## src/rtl/shift_seq_ctrl.sv

```systemverilog
// Command sequencer for a univ_shift_reg datapath: accepts one command over valid/ready,
// drives an optional parallel load followed by a counted run of shifts, then pulses done.
module shift_seq_ctrl #(
   parameter int N  = 4,
   parameter int AW = 3
) (
   input  logic          clk,
   input  logic          rst,
   input  logic          cmd_valid,
   output logic          cmd_ready,
   input  logic          cmd_load,
   input  logic [N-1:0]  cmd_data,
   input  logic          cmd_dir,
   input  logic [AW-1:0] cmd_amt,
   input  logic          cmd_fill,
   output logic [1:0]    sr_ctrl,
   output logic [N-1:0]  sr_d,
   output logic          busy,
   output logic          done
);

   // Handshake: a command transfers on a rising edge where cmd_valid and cmd_ready are both 1;
   // cmd_ready is high only in IDLE (and low while rst is held), so cmd_* is ignored elsewhere.

   typedef enum logic [1:0] {
      IDLE  = 2'd0,
      LOAD  = 2'd1,
      SHIFT = 2'd2,
      DONE  = 2'd3
   } state_t;

   localparam logic [1:0] CTRL_HOLD  = 2'b00;
   localparam logic [1:0] CTRL_RIGHT = 2'b01;
   localparam logic [1:0] CTRL_LEFT  = 2'b10;
   localparam logic [1:0] CTRL_LOAD  = 2'b11;

   state_t        state_q, state_d;
   logic [AW-1:0] cnt_q, cnt_d;
   logic [N-1:0]  data_q, data_d;
   logic          dir_q, dir_d;
   logic          fill_q, fill_d;
   logic          accept;

   assign cmd_ready = (state_q == IDLE) && !rst;
   assign accept    = cmd_valid && cmd_ready;

   always_comb begin
      state_d = state_q;
      cnt_d   = cnt_q;
      data_d  = data_q;
      dir_d   = dir_q;
      fill_d  = fill_q;
      case (state_q)
         IDLE: begin
            if (accept) begin
               cnt_d  = cmd_amt;
               data_d = cmd_data;
               dir_d  = cmd_dir;
               fill_d = cmd_fill;
               if (cmd_load)
                  state_d = LOAD;
               else if (cmd_amt != '0)
                  state_d = SHIFT;
               else
                  state_d = DONE;
            end
         end
         LOAD: begin
            state_d = (cnt_q != '0) ? SHIFT : DONE;
         end
         SHIFT: begin
            // The counter holds the shifts still to issue, this cycle included.
            cnt_d = cnt_q - 1'b1;
            if (cnt_q == AW'(1))
               state_d = DONE;
         end
         DONE: begin
            state_d = IDLE;
         end
         default: begin
            state_d = IDLE;
         end
      endcase
   end

   always_comb begin
      sr_ctrl = CTRL_HOLD;
      sr_d    = '0;
      busy    = (state_q != IDLE);
      done    = 1'b0;
      case (state_q)
         LOAD: begin
            sr_ctrl = CTRL_LOAD;
            sr_d    = data_q;
         end
         SHIFT: begin
            sr_ctrl = dir_q ? CTRL_LEFT : CTRL_RIGHT;
            sr_d    = {N{fill_q}};
         end
         DONE: begin
            done = 1'b1;
         end
         default: begin
            sr_ctrl = CTRL_HOLD;
         end
      endcase
   end

   always_ff @(posedge clk) begin
      if (rst) begin
         state_q <= IDLE;
         cnt_q   <= '0;
         data_q  <= '0;
         dir_q   <= 1'b0;
         fill_q  <= 1'b0;
      end else begin
         state_q <= state_d;
         cnt_q   <= cnt_d;
         data_q  <= data_d;
         dir_q   <= dir_d;
         fill_q  <= fill_d;
      end
   end

endmodule

```

## config.mk

```make
export PLATFORM = sky130hd
export DESIGN_NAME = shift_seq_ctrl
export DESIGN_NICKNAME = d
export VERILOG_FILES = /design/src/rtl/shift_seq_ctrl.sv
export SDC_FILE = /design/constraint.sdc
export NUM_CORES = 1
export LEC_CHECK = 0
export CORE_AREA = 3 3 44 46
export CTS_CLUSTER_DIAMETER = 50
export DETAILED_ROUTE_END_ITERATION = 10
export DIE_AREA = 0 0 47 49
export PLACE_DENSITY = 0.77
export RECOVER_POWER = 50
export SLEW_MARGIN = 5
export SYNTH_ARGS = -nofsm -noshare
export SYNTH_HDL_FRONTEND = slang
export SYNTH_SLANG_ARGS = --single-unit
```

## constraint.sdc

```tcl
create_clock -name clk -period 2.89 [get_ports clk]
set_input_delay 0.4335 -clock clk [delete_from_list [all_inputs] [get_ports clk]]
set_output_delay 0.4335 -clock clk [all_outputs]
set_load 0.02 [all_outputs]
```

==> flow_summary.html, run 1 <==
<table>
<tr><th>Metric</th><th>Value</th></tr>
<tr><th colspan="2">Layout</th></tr>
<tr><td>Number of antenna diodes</td><td>0</td></tr>
<tr><td>Area growth from synthesis to final layout</td><td>30.8%</td></tr>
<tr><td>Fillcell total</td><td>142</td></tr>
<tr><td>Most common library cell in the layout ignoring fill and taps</td><td>sky130_fd_sc_hd__clkdlybuf4s50_1</td></tr>
<tr><td>Area of the multi-input gates</td><td>459 µm²</td></tr>
<tr><td>FF+latch area</td><td>220 µm²</td></tr>
<tr><td>Highest-count cells in the layout ignoring fill and taps</td><td>sky130_fd_sc_hd__clkdlybuf4s50_1, sky130_fd_sc_hd__nand2_1, sky130_fd_sc_hd__a21oi_1</td></tr>
<tr><td>Fraction of layout cells with a size suffix above 1</td><td>5.22%</td></tr>
<tr><td>Nets@finish</td><td>139</td></tr>
<tr><td>Summed area of non-filler cells in the final layout</td><td>977 µm²</td></tr>
<tr><th colspan="2">STA</th></tr>
<tr><td>Remaining max-slew budget at the tightest pin</td><td>78.2%</td></tr>
<tr><td>RSZ-0062 raised after global routing</td><td>false</td></tr>
<tr><td>Worst Skew</td><td>0.00571 ns</td></tr>
<tr><td>Total negative slack</td><td>0 ns</td></tr>
<tr><td>Fin. max-slew vios</td><td>0</td></tr>
<tr><td>Measured slew at the worst slew-check pin</td><td>0.327 ns</td></tr>
<tr><td>Tmin final</td><td>2.41 ns</td></tr>
<tr><td>Ratio of final minimum period to clock period</td><td>83.6%</td></tr>
<tr><td>Setup Viol. Count Final</td><td>0</td></tr>
<tr><td>Fmax</td><td>414 MHz</td></tr>
<tr><td>Final hold violation count</td><td>0</td></tr>
<tr><th colspan="2">Clocking</th></tr>
<tr><td>Total of hold buffers inserted after clock tree synthesis</td><td>0</td></tr>
<tr><td>Post-CTS resize count</td><td>0</td></tr>
<tr><td>Clock tree from TritonCTS</td><td>done</td></tr>
<tr><td>CTS HTree Levels</td><td>1</td></tr>
<tr><td>Clock root cell</td><td>sky130_fd_sc_hd__clkbuf_4</td></tr>
<tr><td>Number of buffers created by CTS</td><td>3</td></tr>
<tr><td>Maximum clock insertion buffer count</td><td>2</td></tr>
<tr><td>Clock latency of the later-clocked register in the worst-skew pair</td><td>0.27 ns</td></tr>
<tr><td>Clock sink count</td><td>11</td></tr>
<tr><td>Register clock-pin slew on the reported worst setup and hold paths</td><td>0.07 ns</td></tr>
<tr><td>Number of buffers inserted to repair setup after CTS</td><td>0</td></tr>
<tr><th colspan="2">Global routing</th></tr>
<tr><td>Via count of the first global-routing pass</td><td>627</td></tr>
<tr><td>Initial antenna violation count</td><td>0</td></tr>
<tr><td>Global routing usage on met3</td><td>6.64%</td></tr>
<tr><td>Wire length of the first global-routing pass</td><td>2.79 mm</td></tr>
<tr><td>Overall overflow remaining after global route</td><td>0</td></tr>
<tr><td>Global-route track usage on met2</td><td>24.0%</td></tr>
<tr><td>Overall track demand over capacity in global routing</td><td>16.4%</td></tr>
<tr><td>Maximum number of pins on one net before global-route repair</td><td>13</td></tr>
<tr><td>GR peak layer</td><td>met2</td></tr>
<tr><td>Met1 track demand over resource in global routing</td><td>22.1%</td></tr>
<tr><th colspan="2">Drt</th></tr>
<tr><td>Ratio of routed vias to standard cells</td><td>5.24</td></tr>
<tr><td>Per-cell routed wire length</td><td>12.9 µm</td></tr>
<tr><td>Final routed wirelength across all metal layers</td><td>1.69 mm</td></tr>
<tr><td>Via count</td><td>687</td></tr>
<tr><td>DR iter-0 viols</td><td>25</td></tr>
<tr><td>Iteration count of the initial detailed-routing pass</td><td>4</td></tr>
<tr><td>Detail Route Antenna Nets</td><td>0</td></tr>
<tr><td>Final routed DRC violation total</td><td>0</td></tr>
<tr><th colspan="2">Synthesis</th></tr>
<tr><td>Post-synthesis register bit count</td><td>11</td></tr>
<tr><td>Number of library cell types mapped by synthesis</td><td>24</td></tr>
<tr><td>Seq/Total Area, Yosys</td><td>29.5%</td></tr>
<tr><td>Mapped Nets</td><td>115</td></tr>
<tr><td>Instance count of the mapped netlist</td><td>92</td></tr>
<tr><td>Mean instance size in the synthesized netlist</td><td>8.12 µm²</td></tr>
<tr><td>Synth warnings</td><td>0</td></tr>
<tr><td>Summed instance area of the synthesized netlist</td><td>747 µm²</td></tr>
<tr><th colspan="2">Placed design</th></tr>
<tr><td>DPL Wire Length</td><td>1.33 mm</td></tr>
<tr><td>Weighted congestion at the end of routability-driven global placement</td><td>0.797</td></tr>
<tr><td>Count of buffers inserted at the top-level ports</td><td>21</td></tr>
<tr><td>Placed cell areas</td><td>965 µm²</td></tr>
<tr><th colspan="2">Critical path</th></tr>
<tr><td>Beginning of the worst register-to-register path</td><td>state_q[1]</td></tr>
<tr><td>Endpoint kind of the worst setup timing path</td><td>output port</td></tr>
<tr><td>Kind of launch point of the worst setup path</td><td>flop</td></tr>
<tr><td>Kind of critical path</td><td>flop to output port</td></tr>
<tr><td>Highest fanout seen on the critical path</td><td>9</td></tr>
<tr><td>Critical path launch point</td><td>state_q[1]</td></tr>
<tr><td>Reg2reg path depth</td><td>5</td></tr>
<tr><td>Data required time at the worst endpoint</td><td>2.46 ns</td></tr>
<tr><td>CP arrival</td><td>1.98 ns</td></tr>
<tr><th colspan="2">Power</th></tr>
<tr><td>Share of power burned in registers</td><td>28.6%</td></tr>
<tr><td>Internal power contribution</td><td>432 µW</td></tr>
<tr><td>PwrDens</td><td>780 nW/µm²</td></tr>
<tr><td>P_sw</td><td>330 µW</td></tr>
<tr><td>Gate power share</td><td>58.0%</td></tr>
<tr><td>Leakage Power</td><td>0.000391 µW</td></tr>
<tr><td>Clock share of power</td><td>13.4%</td></tr>
<tr><td>Switching power as a share of total power</td><td>43.3%</td></tr>
<tr><td>VDD IR max</td><td>0.596 mV</td></tr>
<tr><td>Sum of internal, switching and leakage power</td><td>762 µW</td></tr>
<tr><th colspan="2">Floorplan</th></tr>
<tr><td>Starting density of the core</td><td>48.5%</td></tr>
<tr><td>Core Area</td><td>1540 µm²</td></tr>
<tr><td>Die area</td><td>2300 µm²</td></tr>
<tr><td>Std cell rows</td><td>14</td></tr>
<tr><td>Die height</td><td>49 µm</td></tr>
<tr><td>Number of ports placed on the die boundary</td><td>22</td></tr>
<tr><td>Die W</td><td>47 µm</td></tr>
<tr><th colspan="2">Min path</th></tr>
<tr><td>Min-Delay Startpoint</td><td>data_q[2]</td></tr>
<tr><td>Worst min-delay path category</td><td>flop to flop</td></tr>
<tr><td>Worst Hold Path Cells</td><td>2</td></tr>
<tr><th colspan="2">Run</th></tr>
<tr><td>Number of max-cap violations</td><td>0</td></tr>
<tr><th colspan="2">Status</th></tr>
<tr><td>Run status</td><td>completed</td></tr>
</table>
## registers in the layout, summed over array words and instances (netlist names)
register	cells
cnt_q	3
data_q	4
dir_q	1
fill_q	1
state_q	2
## synth_stat cells
cell                        count  share of area [%]
sky130_fd_sc_hd__nand2_1       14                7.0
sky130_fd_sc_hd__a21oi_1       12                8.0
sky130_fd_sc_hd__dfxtp_1       11                 29
sky130_fd_sc_hd__ha_1          10                 17
sky130_fd_sc_hd__inv_1          9                4.5
sky130_fd_sc_hd__nand3_1        6                4.0
sky130_fd_sc_hd__nor2_1         6                3.0
sky130_fd_sc_hd__nand2b_1       4                3.3
sky130_fd_sc_hd__mux2i_1        3                4.0
sky130_fd_sc_hd__a21oi_2        2                2.3
sky130_fd_sc_hd__o21ai_0        2                1.3
sky130_fd_sc_hd__a211oi_1       1                1.0
sky130_fd_sc_hd__a21bo_1        1                1.3
sky130_fd_sc_hd__a2bb2oi_2      1                2.0
sky130_fd_sc_hd__a31o_1         1                1.2
sky130_fd_sc_hd__and3b_1        1                1.2
sky130_fd_sc_hd__buf_2          1               0.67
sky130_fd_sc_hd__buf_6          1                1.5
sky130_fd_sc_hd__clkbuf_1       1               0.50
sky130_fd_sc_hd__mux2_4         1                2.0
sky130_fd_sc_hd__nor2b_4        1                1.8
sky130_fd_sc_hd__nor3_1         1               0.67
sky130_fd_sc_hd__o22ai_1        1               0.84
sky130_fd_sc_hd__o32a_1         1                1.3
## per-stage QoR
stage / hold WS, ns / cells / util, % / setup slack, ns
2_1_floorplan: 0.437 / 92 / - / 1.23
3_3_place_gp: 0.443 / 127 / 62.6 / 0.805
3_5_place_dp: 0.453 / 127 / 62.6 / 0.739
4_1_cts: 0.465 / 131 / 64.3 / 0.459
5_1_grt: 0.479 / 131 / 63.4 / 0.356
6_report: 0.464 / 131 / 63.4 / 0.475
## worst max-delay path, cell delays in order, from the launching register on
cell                              delay [ns]
sky130_fd_sc_hd__dfxtp_1                0.35
sky130_fd_sc_hd__inv_1                  0.14
sky130_fd_sc_hd__ha_1                   0.37
sky130_fd_sc_hd__inv_1                  0.13
sky130_fd_sc_hd__nor2_1                 0.12
sky130_fd_sc_hd__clkdlybuf4s50_1        0.61
## path summary, 6_finish.rpt
path | to | slack (ns)
hold reg to reg | data_q[2] | 0.46
setup reg to reg | cnt_q[0] | 1.19
hold / removal | data_q[2] | 0.46
setup / recovery | cmd_ready | 0.48
## cells by family (layout without fill, tap and decap cells)
| logic type | count (synthesis) | after routing | share of synthesized area, % |
|---|---|---|---|
| simple gates | 33 | 33 | 21.1 |
| buf+inv | 12 | 35 | 7.20 |
| compound gates | 22 | 22 | 19.4 |
| fa+ha+maj | 10 | 10 | 16.8 |
| mux | 4 | 4 | 6.03 |
| flops | 11 | 11 | 29.5 |
## metal layers
| metal | vias to the layer above | wire (µm) |
|---|---|---|
| met5 | - | 0 |
| met2 | 17 | 795 |
| li1 | 354 | - |
| met4 | 0 | 10 |
| met3 | 2 | 101 |
| met1 | 314 | 787 |
## power groups by stage
stage                     registers (µW)  clock network, µW  logic, µW
after floorplan                      214                  0        325
after global placement               218                  0        445
after detailed placement             221                  0        457
after CTS                            218                107        459
after global routing                 222                115        493
final                                218                102        442
## layout make-up
class                   instances  share of cell area (%)
clock buffers                   4                    2.69
inverters                       9                    3.46
multi-input cells              69                    47.0
flip-flops and latches         11                    22.5
well taps                      16                    2.05
repair buffers                 22                    22.3
No activity file was read; power rests on OpenSTA's default activity.
==> run 2, diff against run 1 <==
--- a/config.mk
+++ b/config.mk
@@ -5,11 +5,11 @@
 export SDC_FILE = /design/constraint.sdc
 export NUM_CORES = 1
 export LEC_CHECK = 0
-export CORE_AREA = 3 3 44 46
+export CORE_AREA = 3 3 47 49
 export CTS_CLUSTER_DIAMETER = 50
 export DETAILED_ROUTE_END_ITERATION = 10
-export DIE_AREA = 0 0 47 49
-export PLACE_DENSITY = 0.77
+export DIE_AREA = 0 0 50 52
+export PLACE_DENSITY = 0.71
 export RECOVER_POWER = 50
 export SLEW_MARGIN = 5
 export SYNTH_ARGS = -nofsm -noshare
==> constraint.sdc (replaced) <==
create_clock -name clk -period 2.1 [get_ports clk]
set_input_delay 0.315 -clock clk [delete_from_list [all_inputs] [get_ports clk]]
set_output_delay 0.315 -clock clk [all_outputs]
set_load 0.02 [all_outputs]
==> flow_summary.html, run 2 (same netlist as run 1, synthesis figures left out) <==
<table>
<tr><th>Metric</th><th>Value</th></tr>
<tr><th colspan="2">STA</th></tr>
<tr><td>Setup Viol. Count Final</td><td>0 (unchanged)</td></tr>
<tr><td>Remaining max-slew budget at the tightest pin</td><td>75.5% (was 78.2%)</td></tr>
<tr><td>WHS</td><td>0.460 ns (was 0.464 ns)</td></tr>
<tr><td>Ratio of final minimum period to clock period</td><td>93.2%</td></tr>
<tr><td>Measured slew at the worst slew-check pin</td><td>0.367 ns (was 0.327 ns)</td></tr>
<tr><td>Tmin final</td><td>1.96 ns</td></tr>
<tr><td>Total negative slack</td><td>0 ns (unchanged)</td></tr>
<tr><td>Min setup slack post-route</td><td>0.143 ns (was 0.475 ns)</td></tr>
<tr><td>Fin. max-slew vios</td><td>0 (unchanged)</td></tr>
<tr><td>Final hold violation count</td><td>0 (unchanged)</td></tr>
<tr><td>Worst Skew</td><td>0.000667 ns (was 0.00571 ns)</td></tr>
<tr><td>Fmax</td><td>511 MHz</td></tr>
<tr><td>RSZ-0062 raised after global routing</td><td>false (unchanged)</td></tr>
<tr><th colspan="2">Critical path</th></tr>
<tr><td>Endpoint kind of the worst setup timing path</td><td>output port (unchanged)</td></tr>
<tr><td>CP arrival</td><td>1.64 ns (was 1.98 ns)</td></tr>
<tr><td>Beginning of the worst register-to-register path</td><td>state_q[0] (was state_q[1])</td></tr>
<tr><td>Highest fanout seen on the critical path</td><td>7 (was 9)</td></tr>
<tr><td>Data required time at the worst endpoint</td><td>1.78 ns (was 2.46 ns)</td></tr>
<tr><td>Setup slack, reg-to-reg</td><td>0.26 ns (was 1.19 ns)</td></tr>
<tr><td>Kind of launch point of the worst setup path</td><td>flop (unchanged)</td></tr>
<tr><td>Reg2reg path depth</td><td>6 (was 5)</td></tr>
<tr><td>Kind of critical path</td><td>flop to output port (unchanged)</td></tr>
<tr><td>Reg2Reg Capture Point</td><td>cnt_q[2] (was cnt_q[0])</td></tr>
<tr><th colspan="2">Power</th></tr>
<tr><td>PwrDens</td><td>1050 nW/µm² (was 780 nW/µm²)</td></tr>
<tr><td>Leakage Power</td><td>0.000431 µW (was 0.000391 µW)</td></tr>
<tr><td>VDD IR max</td><td>0.685 mV (was 0.596 mV)</td></tr>
<tr><th colspan="2">Global routing</th></tr>
<tr><td>Via count of the first global-routing pass</td><td>706 (was 627)</td></tr>
<tr><td>Wire length of the first global-routing pass</td><td>3.04 mm (was 2.79 mm)</td></tr>
<tr><td>Maximum number of pins on one net before global-route repair</td><td>13 (unchanged)</td></tr>
<tr><td>Initial antenna violation count</td><td>0 (unchanged)</td></tr>
<tr><td>Overall track demand over capacity in global routing</td><td>16.0% (was 16.4%)</td></tr>
<tr><td>Overall overflow remaining after global route</td><td>0 (unchanged)</td></tr>
<tr><th colspan="2">Clocking</th></tr>
<tr><td>Total of hold buffers inserted after clock tree synthesis</td><td>0 (unchanged)</td></tr>
<tr><td>Clock latency of the later-clocked register in the worst-skew pair</td><td>0.27 ns (about the same)</td></tr>
<tr><td>Register clock-pin slew on the reported worst setup and hold paths</td><td>0.07 ns (about the same)</td></tr>
<tr><td>Clock sink count</td><td>11 (unchanged)</td></tr>
<tr><td>Clock root cell</td><td>sky130_fd_sc_hd__clkbuf_4 (unchanged)</td></tr>
<tr><td>Clock tree from TritonCTS</td><td>done (unchanged)</td></tr>
<tr><td>CTS HTree Levels</td><td>1 (unchanged)</td></tr>
<tr><td>Maximum clock insertion buffer count</td><td>2 (unchanged)</td></tr>
<tr><td>Number of buffers created by CTS</td><td>3 (unchanged)</td></tr>
<tr><th colspan="2">Drt</th></tr>
<tr><td>Via count</td><td>700 (was 687)</td></tr>
<tr><td>Per-cell routed wire length</td><td>12.0 µm (was 12.9 µm)</td></tr>
<tr><td>Iteration count of the initial detailed-routing pass</td><td>2 (was 4)</td></tr>
<tr><td>DR iter-0 viols</td><td>7 (was 25)</td></tr>
<tr><td>Final routed DRC violation total</td><td>0 (unchanged)</td></tr>
<tr><td>Ratio of routed vias to standard cells</td><td>4.83 (was 5.24)</td></tr>
<tr><td>Final routed wirelength across all metal layers</td><td>1.74 mm (was 1.69 mm)</td></tr>
<tr><td>Detail Route Antenna Nets</td><td>0 (unchanged)</td></tr>
<tr><th colspan="2">Run</th></tr>
<tr><td>Number of max-cap violations</td><td>0 (unchanged)</td></tr>
<tr><th colspan="2">Min path</th></tr>
<tr><td>Min-Delay Startpoint</td><td>data_q[1] (was data_q[2])</td></tr>
<tr><td>Worst Hold Path Cells</td><td>2 (unchanged)</td></tr>
<tr><td>Worst Hold End</td><td>data_q[1] (was data_q[2])</td></tr>
<tr><td>Worst min-delay path category</td><td>flop to flop (unchanged)</td></tr>
<tr><th colspan="2">Placed design</th></tr>
<tr><td>Worst slack after detailed placement</td><td>0.0954 ns (was 0.739 ns)</td></tr>
<tr><td>DPL Wire Length</td><td>1.38 mm (was 1.33 mm)</td></tr>
<tr><td>Weighted congestion at the end of routability-driven global placement</td><td>0.814 (was 0.797)</td></tr>
<tr><td>Placed insts</td><td>141 (was 127)</td></tr>
<tr><td>Count of buffers inserted at the top-level ports</td><td>21 (unchanged)</td></tr>
<tr><th colspan="2">Layout</th></tr>
<tr><td>Post-layout instance count excluding filler cells</td><td>145 (was 131)</td></tr>
<tr><td>FF+latch area</td><td>220 µm² (unchanged)</td></tr>
<tr><td>Number of antenna diodes</td><td>0 (unchanged)</td></tr>
<tr><td>Fillcell total</td><td>204 (was 142)</td></tr>
<tr><td>Register with the highest flop count</td><td>data_q (unchanged)</td></tr>
<tr><td>Most common library cell in the layout ignoring fill and taps</td><td>sky130_fd_sc_hd__nand2_1 (was sky130_fd_sc_hd__clkdlybuf4s50_1)</td></tr>
<tr><td>Area of the multi-input gates</td><td>463 µm² (was 459 µm²)</td></tr>
<tr><td>Number of flip-flops under the largest register name</td><td>4 (unchanged)</td></tr>
<tr><td>Area growth from synthesis to final layout</td><td>33.8% (was 30.8%)</td></tr>
<tr><td>Nets@finish</td><td>142 (was 139)</td></tr>
<tr><td>Biggest registers after layout</td><td>data_q (4), cnt_q (3), state_q (2) (unchanged)</td></tr>
<tr><td>Highest-count cells in the layout ignoring fill and taps</td><td>sky130_fd_sc_hd__nand2_1, sky130_fd_sc_hd__clkdlybuf4s50_1, sky130_fd_sc_hd__a21oi_1 (was sky130_fd_sc_hd__clkdlybuf4s50_1, sky130_fd_sc_hd__nand2_1, sky130_fd_sc_hd__a21oi_1)</td></tr>
<tr><td>Fraction of layout cells with a size suffix above 1</td><td>9.32% (was 5.22%)</td></tr>
<tr><th colspan="2">Floorplan</th></tr>
<tr><td>Starting density of the core</td><td>39.3% (was 48.5%)</td></tr>
<tr><td>Number of ports placed on the die boundary</td><td>22 (unchanged)</td></tr>
<tr><td>Core Area</td><td>1900 µm² (was 1540 µm²)</td></tr>
<tr><td>Die W</td><td>50 µm (was 47 µm)</td></tr>
<tr><td>Die area</td><td>2600 µm² (was 2300 µm²)</td></tr>
<tr><td>Die height</td><td>52 µm (was 49 µm)</td></tr>
<tr><td>Std cell rows</td><td>16 (was 14)</td></tr>
<tr><th colspan="2">Status</th></tr>
<tr><td>Run status</td><td>completed (unchanged)</td></tr>
</table>
run 2: cell count changes in the layout (fill, tap and decap cells not counted):
cell / previous run / this run
sky130_fd_sc_hd__clkdlybuf4s50_1: 21 / 13
sky130_fd_sc_hd__a21oi_1: 13 / 12
sky130_fd_sc_hd__buf_4: 1 / 2
sky130_fd_sc_hd__clkdlybuf4s15_1: 0 / 3
sky130_fd_sc_hd__clkbuf_2: 0 / 3
sky130_fd_sc_hd__clkbuf_1: 1 / 3
sky130_fd_sc_hd__dlymetal6s2s_1: 0 / 2
sky130_fd_sc_hd__a21oi_2: 1 / 2
run 2: worst max path at each step:
stage	startpoint	to	slack (ns)	cells after the start
after CTS	state_q[0]	busy	0.003	4
after detailed placement	state_q[0]	sr_ctrl[1]	0.1	5
after global placement	state_q[1]	sr_ctrl[1]	0.17	5
after floorplan	state_q[0]	state_q[0]	0.53	7
after global routing	state_q[1]	sr_ctrl[1]	0.005	5
final	state_q[0]	sr_ctrl[1]	0.14	5
run 2: critical path: stages, from the launching register on:
cell and delay [ns]:
sky130_fd_sc_hd__dfxtp_1 0.41, sky130_fd_sc_hd__inv_1 0.12, sky130_fd_sc_hd__ha_1 0.30, sky130_fd_sc_hd__inv_1 0.10, sky130_fd_sc_hd__nor2_1 0.14, sky130_fd_sc_hd__clkdlybuf4s15_1 0.31
run 2: routing by layer:
metal  share of wire [%]  global-route usage, %
met1                  44                   16.3
met2                  49                   27.8
met3                 4.6                   6.88
met4                 1.8                   8.29
met5                   0                      0
run 2: final cells by class:
cell class	count	share of cell area [%]
Timing Repair Buffer	25	22.3
Multi-Input combinational cell	69	46.3
Inverter	9	3.38
Tap cell	27	3.38
Clock buffer	4	2.63
Sequential cell	11	22.0
run 2: metrics by stage:
step	util, %	cell area, µm²	power (µW)
after floorplan	-	747	741
after global placement	52.6	1000	940
after detailed placement	52.6	1000	960
after CTS	53.6	1020	1100
after global routing	52.6	1000	1150
final	52.6	1000	1050
run 2: timing repair:
action,in CTS,in global routing
gates resized for setup,6,11
pin swaps,0,0
hold endpoints to repair,0,0
setup buffers,0,0
endpoints found under the setup margin,6,8
run 2: power breakdown:
part | leakage, µW | switching (µW) | total, µW | internal (µW)
Sequential | 0.0000903 | 39.4 | 298 | 259
Clock | 0.0000150 | 78.9 | 153 | 73.7
Combinational | 0.000326 | 346 | 596 | 249
